File: src/rtl/gen_fifo_defines_pkg.sv
// Shared definitions for the generator datapath: adder-tree result modes and
// helpers that size the reduction tree from the operand count.
package gen_fifo_defines_pkg;

  // bit 1 selects accumulation, bit 0 selects saturation
  typedef enum logic [1:0] {
    ADD_WRAP     = 2'b00,
    ADD_SAT      = 2'b01,
    ADD_ACC_WRAP = 2'b10,
    ADD_ACC_SAT  = 2'b11
  } adder_mode_e;

  localparam int ADDER_MIN_IN = 2;
  localparam int ADDER_MAX_IN = 16;

  // Number of pairwise reduction levels needed for n operands.
  function automatic int tree_depth(input int n);
    return $clog2(n);
  endfunction

  // Operand count after zero-padding up to the next power of two.
  function automatic int tree_leaves(input int n);
    return 1 << tree_depth(n);
  endfunction

  // Width of one level's operands, growing one bit per level.
  function automatic int level_width(input int width, input int level);
    return width + level;
  endfunction

  function automatic bit is_acc(input adder_mode_e mode);
    return mode inside {ADD_ACC_WRAP, ADD_ACC_SAT};
  endfunction

  function automatic bit is_sat(input adder_mode_e mode);
    return mode inside {ADD_SAT, ADD_ACC_SAT};
  endfunction

endpackage

File: src/rtl/funct_generator_adder_level.sv
// One reduction level of the generator adder tree: adds operands pairwise,
// widening by one bit, with an optional enh-qualified pipeline register.
module funct_generator_adder_level #(
  parameter int WIDTH  = 8,
  parameter int NUM_IN = 4,
  parameter int PIPE   = 1
) (
  input  logic                                   clk,
  input  logic                                   rst,
  input  logic                                   clrh,
  input  logic                                   enh,
  input  logic [NUM_IN*WIDTH-1:0]                operands,
  output logic [((NUM_IN+1)/2)*(WIDTH+1)-1:0]    sums
);

  localparam int NUM_OUT = (NUM_IN + 1) / 2;
  localparam int OUT_W   = WIDTH + 1;

  logic [NUM_OUT*OUT_W-1:0] sum_comb;
  logic [NUM_OUT*OUT_W-1:0] sum_q;

  for (genvar k = 0; k < NUM_OUT; k++) begin : g_pair
    logic [WIDTH-1:0] lhs;
    logic [WIDTH-1:0] rhs;

    assign lhs = operands[2*k*WIDTH +: WIDTH];

    // an odd trailing operand is paired with zero
    if (2*k + 1 < NUM_IN) begin : g_rhs
      assign rhs = operands[(2*k+1)*WIDTH +: WIDTH];
    end else begin : g_pad
      assign rhs = '0;
    end

    assign sum_comb[k*OUT_W +: OUT_W] = {1'b0, lhs} + {1'b0, rhs};
  end

  // NOTE: state is written with <= so every level samples the previous
  // level's old value on the same edge, which is what makes this a pipeline.
  always_ff @(posedge clk or negedge rst) begin
    if (!rst) begin
      sum_q <= '0;
    end else if (clrh) begin
      sum_q <= '0;
    end else if (enh) begin
      sum_q <= sum_comb;
    end
  end

  // With PIPE=0 the register has no load and disappears in synthesis.
  assign sums = (PIPE != 0) ? sum_q : sum_comb;

endmodule

File: src/rtl/funct_generator_adder_tree.sv
// Registered NUM_IN-operand sum for the generator datapath: pairwise adder
// tree, mode/valid pipelines travelling with the data, and a wrap/saturate/
// accumulate output stage feeding the FIFO write side.
module funct_generator_adder_tree
  import gen_fifo_defines_pkg::*;
#(
  parameter int WIDTH  = 8,
  parameter int NUM_IN = 4,
  parameter int PIPE   = 1
) (
  input  logic                     clk,
  input  logic                     rst,
  input  logic                     clrh,
  input  logic                     enh,
  input  logic [1:0]               mode_i,
  input  logic [NUM_IN*WIDTH-1:0]  data_i,
  output logic [WIDTH-1:0]         data_o,
  output logic                     valid_o,
  output logic                     ovf_o
);

  localparam int DEPTH  = tree_depth(NUM_IN);
  localparam int LEAVES = tree_leaves(NUM_IN);
  localparam int SUM_W  = WIDTH + DEPTH;
  localparam int TOT_W  = SUM_W + 1;

  typedef logic [LEAVES*WIDTH-1:0] padded_t;
  typedef logic [TOT_W-1:0]        total_t;

  padded_t          padded;
  logic [SUM_W-1:0] tree_sum;

  // Missing operands up to the next power of two read as zero.
  assign padded = padded_t'(data_i);

  // ---------------------------------------------------------------------------
  // Adder tree
  // ---------------------------------------------------------------------------
  for (genvar l = 0; l < DEPTH; l++) begin : g_lvl
    localparam int LVL_W  = level_width(WIDTH, l);
    localparam int LVL_IN = LEAVES >> l;

    logic [LVL_IN*LVL_W-1:0]               operands;
    logic [((LVL_IN+1)/2)*(LVL_W+1)-1:0]   sums;

    if (l == 0) begin : g_first
      assign operands = padded;
    end else begin : g_next
      assign operands = g_lvl[l-1].sums;
    end

    funct_generator_adder_level #(
      .WIDTH  (LVL_W),
      .NUM_IN (LVL_IN),
      .PIPE   (PIPE)
    ) u_level (
      .clk      (clk),
      .rst      (rst),
      .clrh     (clrh),
      .enh      (enh),
      .operands (operands),
      .sums     (sums)
    );
  end

  assign tree_sum = g_lvl[DEPTH-1].sums;

  // ---------------------------------------------------------------------------
  // Mode and valid pipelines, one entry per tree level
  // ---------------------------------------------------------------------------
  adder_mode_e      mode_q [DEPTH];
  logic [DEPTH-1:0] vld_q;

  // NOTE: the small mode/valid arrays are reset alongside the datapath;
  // an unreset valid bit would emit a phantom result after power-up.
  always_ff @(posedge clk or negedge rst) begin
    if (!rst) begin
      vld_q <= '0;
      for (int i = 0; i < DEPTH; i++) mode_q[i] <= ADD_WRAP;
    end else if (clrh) begin
      vld_q <= '0;
      for (int i = 0; i < DEPTH; i++) mode_q[i] <= ADD_WRAP;
    end else if (enh) begin
      vld_q[0]  <= 1'b1;
      mode_q[0] <= adder_mode_e'(mode_i);
      for (int i = 1; i < DEPTH; i++) begin
        vld_q[i]  <= vld_q[i-1];
        mode_q[i] <= mode_q[i-1];
      end
    end
  end

  adder_mode_e mode_last;
  logic        vld_last;

  // Without pipelining the operands reach the output stage in the capture cycle.
  assign mode_last = (PIPE != 0) ? mode_q[DEPTH-1] : adder_mode_e'(mode_i);
  assign vld_last  = (PIPE != 0) ? vld_q[DEPTH-1]  : 1'b1;

  // ---------------------------------------------------------------------------
  // Output stage
  // ---------------------------------------------------------------------------
  total_t           base;
  total_t           total;
  logic             over;
  logic [WIDTH-1:0] data_next;

  // NOTE: every signal gets a value on every path here, so no latch is inferred.
  always_comb begin
    base      = is_acc(mode_last) ? total_t'(data_o) : '0;
    total     = base + total_t'(tree_sum);
    over      = |total[TOT_W-1:WIDTH];
    data_next = (is_sat(mode_last) && over) ? '1 : total[WIDTH-1:0];
  end

  always_ff @(posedge clk or negedge rst) begin
    if (!rst) begin
      data_o  <= '0;
      valid_o <= 1'b0;
      ovf_o   <= 1'b0;
    end else if (clrh) begin
      data_o  <= '0;
      valid_o <= 1'b0;
      ovf_o   <= 1'b0;
    end else if (enh) begin
      valid_o <= vld_last;
      // bubbles advance through the output stage without touching the result
      if (vld_last) begin
        data_o <= data_next;
        ovf_o  <= over;
      end
    end else begin
      valid_o <= 1'b0;
    end
  end

endmodule

File: config.mk
export PLATFORM = sky130hd
export DESIGN_NAME = funct_generator_adder_tree
export DESIGN_NICKNAME = d
export VERILOG_FILES = /design/src/rtl/gen_fifo_defines_pkg.sv /design/src/rtl/funct_generator_adder_level.sv /design/src/rtl/funct_generator_adder_tree.sv
export SDC_FILE = /design/constraint.sdc
export NUM_CORES = 1
export LEC_CHECK = 0
export ABC_AREA = 1
export CORE_MARGIN = 2
export CORE_UTILIZATION = 55
export CTS_BUF_LIST = sky130_fd_sc_hd__clkbuf_4 sky130_fd_sc_hd__clkbuf_8
export DETAILED_ROUTE_END_ITERATION = 7
export PLACE_DENSITY = 0.8
export SYNTH_ARGS = -nofsm -noshare
export SYNTH_HDL_FRONTEND = slang
export SYNTH_SLANG_ARGS = --single-unit
File: constraint.sdc
create_clock -name clk -period 5.7 [get_ports clk]
set_input_delay 0.57 -clock clk [delete_from_list [all_inputs] [get_ports clk]]
set_output_delay 0.57 -clock clk [all_outputs]
set_load 0.01 [all_outputs]
==> impl_metrics.toml, run 1 <==
[status]
outcome = "completed"

[critical_path]
cp.required_ns = 5.89
crit_buf_inv = 2
end_kind = "flop"
crit_slowest_cell = "dfrtp_1"
slowest_delay_ns = 0.51
critPathKind = "flop to flop"
worst_path_most_repeated_cell = "nand2_1"
crit_chain = "nand2_1 -> inv_1 -> ha_1 -> fa_1 -> nand3_1 -> nand3_2 -> nand2_1 -> nand2_1 -> nand2_1 -> nand2_1 -> inv_2 -> nand3_2 -> nand2_4 -> nand2_1 -> nand2_1 -> nand2_1"
arrival_ns = 2.55
startpoint_type = "flop"
critPathTopFamily = "simple AND/OR/NAND/NOR gates"
worstPathMaxFanout = 9

[global_routing]
grt.total_usage_pct = 22.1
gr-total-overflow = 0
grt_pass1_vias = 2692
grt_max_degree = 45
grt_first_pass_wirelength_mm = 11.2
antenna_found_initial = 0

[cells_and_area]
insertedDiodeCount = 0
instances_no_fill = 535
ff_latch_area_um2 = 1100
fill_cells = 484
area_growth_pct = 20.5
nets = 537
drive_above_1_share_pct = 5.83
multi_input_comb_area_um2 = 1830

[clock_network]
cts_tree = "yes"
clkTransAtPathRegs_ns = 0.08
postCtsSetupRepairBufs = 0
numCtsBuffers = 5
cts_hold_buf = 0
ctsResizeCount = 0
htreeDepth = 2
clock-root-buffer = "clkbuf_8"
clk_latency_ns = 0.29
clockBufferDepth = 2
clock-sinks = 44

[power]
seqPwrFrac_pct = 45.8
leakage_nw = 2.00
ir_drop_uv = 102
switching_power_w = 0.000213
swShare_pct = 28.1
internal-power_w = 0.000546
pwr_density_cell_nw_per_um2 = 201
p_clk_share_pct = 31.1
p_comb_share_pct = 23.1

[drt]
wl_mm = 6.39
drt_iter0_markers = 93
drc = 0
viasPerCell = 5.24
wl_per_cell_um = 11.9
drtAntennaViolNets = 0
vias = 2802
drt_first_pass_iters = 4

[logic_synthesis]
yosys_warnings = 0
synth.most_common_cell = "nand2_1"
syn-num-nets = 489
synthFlopType = "dfrtp_1"
synth_seq_area_share_pct = 35.1
synth_area_leaders = "dfrtp_1 (35%), nand2_1 (17%), ha_1 (13%), inv_1 (5.4%), o21ai_0 (4.6%)"
synth_cell_types = 29
synth_top_area_cell = "dfrtp_1"
synthesis.area_um2 = 3140
yosysTopAreaCellShare_pct = 35.1
syn_inst = 414
syn_avg_cell_area_um2 = 7.57
synth.top_cells.by_count = "nand2_1 (144), inv_1 (45), dfrtp_1 (44), ha_1 (33), o21ai_0 (29)"
synth-edff-count = 0
synthArstFlopShare_pct = 100
ys_ff_latch = 44

[timing]
tightest_slew_ns = 1.22
setup_violations = 0
setup_tns_ns = 0
grt_setup_unrepaired = "no"
finalCritPeriodShare_pct = 41.3
fmax_mhz = 424
layout_min_cycle_time_ns = 2.36
hold_viol_final = 0
clock_skew_ns = 0.00872
slew_violations = 0
slew_headroom_pct = 18.6

[placed_design]
dpl.cell_count = 527
gp_congestion = 0.860
portBuffers = 47
dp_hpwl_mm = 4.99

[job]
drv_cap = 0

[die]
io_pins = 48
placementRows = 27
die_w_um = 79.5
start_util_pct = 56.9
core_um2 = 5510
die_h_um = 79.5
die-area_um2 = 6320

[min_path]
holdCritPathClass = "input port to async pin"
## flip-flops by register name, summed over array words and instances (netlist names)
register	count
data_o	8
g_lvl.u_level.sums	28
mode_last	2
mode_q	2
ovf_o	1
valid_o	1
vld_q	2
## path summary, 6_finish.rpt
path                       slack [ns]   endpoint          from  cells past startpoint
min in group clk                 0.49      ovf_o         ovf_o                      2
setup reg to reg                 3.34  data_o[5]  mode_last[1]                     16
max in group asynchronous        4.69  mode_q[2]           rst                      1
hold / removal                   0.41  data_o[1]           rst                      1
hold reg to reg                  0.49      ovf_o         ovf_o                      2
setup / recovery                 3.34  data_o[5]  mode_last[1]                     16
## power groups by stage
stage | clock network (W) | logic (W) | registers (W)
6_report | 0.000236 | 0.000175 | 0.000347
5_1_grt | 0.000251 | 0.000201 | 0.000350
4_1_cts | 0.000241 | 0.000176 | 0.000347
3_5_place_dp | 0 | 0.000175 | 0.000353
3_3_place_gp | 0 | 0.000170 | 0.000353
2_1_floorplan | 0 | 0.000116 | 0.000348
## area by class of cell
class / count / area share (%)
multi-input cells: 317 / 48.5
flip-flops and latches: 44 / 29.1
repair buffers: 47 / 12.3
inverters: 47 / 4.67
well taps: 72 / 2.38
clock buffers: 6 / 2.02
clock inverters: 2 / 0.927
## through the flow
stage | hold slack, ns | power, W | instance area (µm²) | utilization (%) | setup WS, ns
after floorplan | 0.274 | 0.000465 | 3140 | - | 3.61
after global placement | 0.468 | 0.000524 | 3670 | 66.6 | 3.15
after detailed placement | 0.472 | 0.000528 | 3670 | 66.6 | 3.05
after CTS | 0.453 | 0.000764 | 3780 | 68.6 | 3.33
after global routing | 0.514 | 0.000801 | 3780 | 68.6 | 3.08
final | 0.414 | 0.000759 | 3780 | 68.6 | 3.34
## worst register-to-register path, cell delays in order (launching register included)
cell and delay [ns]:
dfrtp_1 0.51, nand2_1 0.11, inv_1 0.04, ha_1 0.24
fa_1 0.42, nand3_1 0.10, nand3_2 0.11, nand2_1 0.11
nand2_1 0.06, nand2_1 0.07, nand2_1 0.06, inv_2 0.05
nand3_2 0.08, nand2_4 0.12, nand2_1 0.07, nand2_1 0.06
nand2_1 0.05
## metal layers
metal  GRT usage (%)  part of all wire, %
met5               0                    0
met4            5.17                  1.3
met3            3.05                  4.7
met2            43.1                   51
met1            25.1                   43
## logic make-up after synthesis
| family | Yosys count | share of synthesized area (%) |
|---|---|---|
| xor+xnor | 8 | 2.23 |
| buf+inv | 53 | 6.46 |
| compound gates | 68 | 12.7 |
| simple gates | 204 | 27.7 |
| fa+ha+maj | 37 | 15.7 |
| flops | 44 | 35.1 |
## placed cells by master, fill, tap and decap left out
| master | instances |
|---|---|
| clkbuf_4 | 1 |
| bufinv_16 | 1 |
| a21oi_2 | 1 |
| inv_2 | 1 |
| a22o_1 | 8 |
| nand2_2 | 5 |
| a211o_1 | 1 |
| xor2_1 | 2 |
| a31oi_1 | 4 |
| nand2_4 | 1 |
| nand3_1 | 15 |
| nand2_1 | 144 |
| a21boi_2 | 1 |
| o211ai_1 | 4 |
| clkinv_2 | 1 |
| nand4_1 | 7 |
| nor2_4 | 2 |
| dfrtp_1 | 44 |
| nor2_1 | 22 |
| ha_1 | 33 |
| fa_1 | 4 |
| clkdlybuf4s50_1 | 46 |
| and2_1 | 1 |
| nor2_2 | 3 |
| o21ai_1 | 1 |
| clkbuf_8 | 5 |
| o21ai_0 | 29 |
| inv_1 | 45 |
| clkinv_1 | 1 |
| xnor2_1 | 6 |
| nand3_2 | 4 |
| a21oi_1 | 19 |
| buf_2 | 1 |
(Power assumes the default switching activity.)
==> inputs of run 2 (changes only) <==
Clock period 5.7 ns to 2.3 ns, I/O delays scaled along.
==> run 2 against run 1 <==
Clock power grew to 2.5 times the previous value. Flip-flop and latch count is the same. Sequential share of layout area shrank 0.27 points. Cell count grew 0.75%. Total power grew to 2.5 times the previous value. Routed wire length grew 1.6%. Non-clock buffer count grew 4. Maximum frequency grew 14%. Worst setup slack lost 3.1 ns. Die area is the same. Global-route usage shrank 0.26 points. Combinational power grew to 2.5 times the previous value. Critical endpoint is now data_o[2]. Largest power group unchanged. Highest routed layer unchanged.
==> impl_metrics.toml, run 2 (synthesis gave the netlist of run 1 again) <==
[critical_path]
r2r_cells = 14
worst_path_most_repeated_cell = "nand2_1"
arrival_ns = 2.25
crit_slowest_cell = "dfrtp_1"
critPathTopFamily = "simple AND/OR/NAND/NOR gates"
startpoint_type = "flop"
regToRegEndpoint = "data_o[2]"
r2r_setup_slack_ns = 0.24
cp.required_ns = 2.49
critPathKind = "flop to flop"
slowest_delay_ns = 0.38
r2r-start = "mode_last[1]"
crit_buf_inv = 3
end_kind = "flop"
worstPathMaxFanout = 8
crit_chain = "buf_4 -> nand2_1 -> inv_1 -> ha_1 -> nand2_1 -> inv_1 -> a21boi_2 -> nand3_2 -> nand2_2 -> nand3_2 -> nand2_4 -> nand2_1 -> nand2_1 -> nand2_1"

[timing]
slew_headroom_pct = 37.5
slew_violations = 0
hold_viol_final = 0
setup_violations = 0
finalCritPeriodShare_pct = 89.5
grt_setup_unrepaired = "no"
tightest_slew_ns = 0.937
setup_tns_ns = 0
fmax_mhz = 486
layout_min_cycle_time_ns = 2.06
clock_skew_ns = 0.00651

[clock_network]
clkTransAtPathRegs_ns = 0.08
clock-root-buffer = "clkbuf_8"
cts_tree = "yes"
clock-sinks = 44
clockBufferDepth = 2
htreeDepth = 2
cts_hold_buf = 0
numCtsBuffers = 5
clk_latency_ns = 0.30

[power]
pwr_density_cell_nw_per_um2 = 498
switching_power_w = 0.000543
swShare_pct = 28.6
ir_drop_uv = 318
p_clk_share_pct = 31.6
leakage_nw = 2.02
internal-power_w = 0.00136
p_comb_share_pct = 23.3
p_total_w = 0.00190
seqPwrFrac_pct = 45.1

[global_routing]
antenna_found_initial = 0
grt_pass1_vias = 2674
gr-total-overflow = 0
grt_max_degree = 45
grt.total_usage_pct = 21.9
grt_first_pass_wirelength_mm = 11.1

[drt]
wl_per_cell_um = 12.0
drtAntennaViolNets = 0
drc = 0
drt_first_pass_iters = 4
wl_mm = 6.49
vias = 2834
viasPerCell = 5.26
drt_iter0_markers = 110

[placed_design]
dp_hpwl_mm = 5.02
portBuffers = 47
gp_congestion = 0.931

[die]
die_h_um = 79.5
io_pins = 48
die-area_um2 = 6320
placementRows = 27
core_um2 = 5510
start_util_pct = 56.9
die_w_um = 79.5

[cells_and_area]
nets = 541
area_growth_pct = 21.6
fill_cells = 464
insertedDiodeCount = 0
ff_latch_area_um2 = 1100
final_cell_mix = "nand2_1 (144), clkdlybuf4s50_1 (46), inv_1 (45), dfrtp_1 (44), ha_1 (32)"
multi_input_comb_area_um2 = 1840
drive_above_1_share_pct = 7.07
final_common_cell = "nand2_1"
largest_register_ffs = 28

[min_path]
holdCritPathClass = "input port to async pin"

[status]
outcome = "completed"

[job]
drv_cap = 0
-- run 2: cell types whose count changed in the layout (fill, tap and decap cells not counted), sizes merged --
cell | before | now
buf | 1 | 5
-- run 2: worst max path at each step --
stage | startpoint | end | slack (ns) | cells after the start
CTS | data_o[0] | data_o[7] | 0.14 | 16
global placement | data_i[0] | g_lvl[0].u_level.sums[6] | 0.19 | 10
global route | mode_last[1] | data_o[1] | 0.04 | 16
detailed placement | data_i[16] | g_lvl[0].u_level.sums[15] | 0.15 | 11
finish | mode_last[1] | data_o[2] | 0.24 | 14
floorplan | mode_last[1] | data_o[2] | 0.21 | 17
-- run 2: what timing repair did --
item / in CTS / in global routing
setup endpoints to repair: 0 / 8
resized for setup: 0 / 2
hold endpoints to repair: 0 / 0
buffers inserted: 0 / 0
-- run 2: area by class of cell --
cell class | count | area share (%)
Clock buffer | 6 | 2.00
Sequential cell | 44 | 28.9
Inverter | 47 | 4.63
Clock inverter | 2 | 0.919
Timing Repair Buffer | 51 | 13.0
Tap cell | 72 | 2.36
Multi-Input combinational cell | 317 | 48.2
-- run 2: per-layer routing --
metal  global-route usage, %  vias up  wire length, µm
li1                        -     1457                -
met1                    24.5     1300             2840
met4                    6.90        0              119
met3                    2.49       11              195
met2                    42.5       66             3340
met5                       0        -                0
-- run 2: power groups by stage --
stage / Sequential, W / Combinational, W / Clock, W
after floorplan: 0.000863 / 0.000289 / 0
after global placement: 0.000870 / 0.000430 / 0
after detailed placement: 0.000872 / 0.000440 / 0
after CTS: 0.000857 / 0.000444 / 0.000609
after global routing: 0.000863 / 0.000502 / 0.000635
final: 0.000857 / 0.000442 / 0.000600
-- run 2: stage by stage --
stage	worst slack (ns)	hold slack (ns)	instance area [µm²]	cells	utilization, %
6_report	0.242	0.0674	3810	539	69.3
5_1_grt	0.0443	0.165	3810	539	69.3
4_1_cts	0.137	0.111	3810	539	69.2
3_5_place_dp	0.152	0.438	3700	531	67.1
3_3_place_gp	0.194	0.423	3700	531	67.1
2_1_floorplan	0.213	-0.0656	3140	414	-
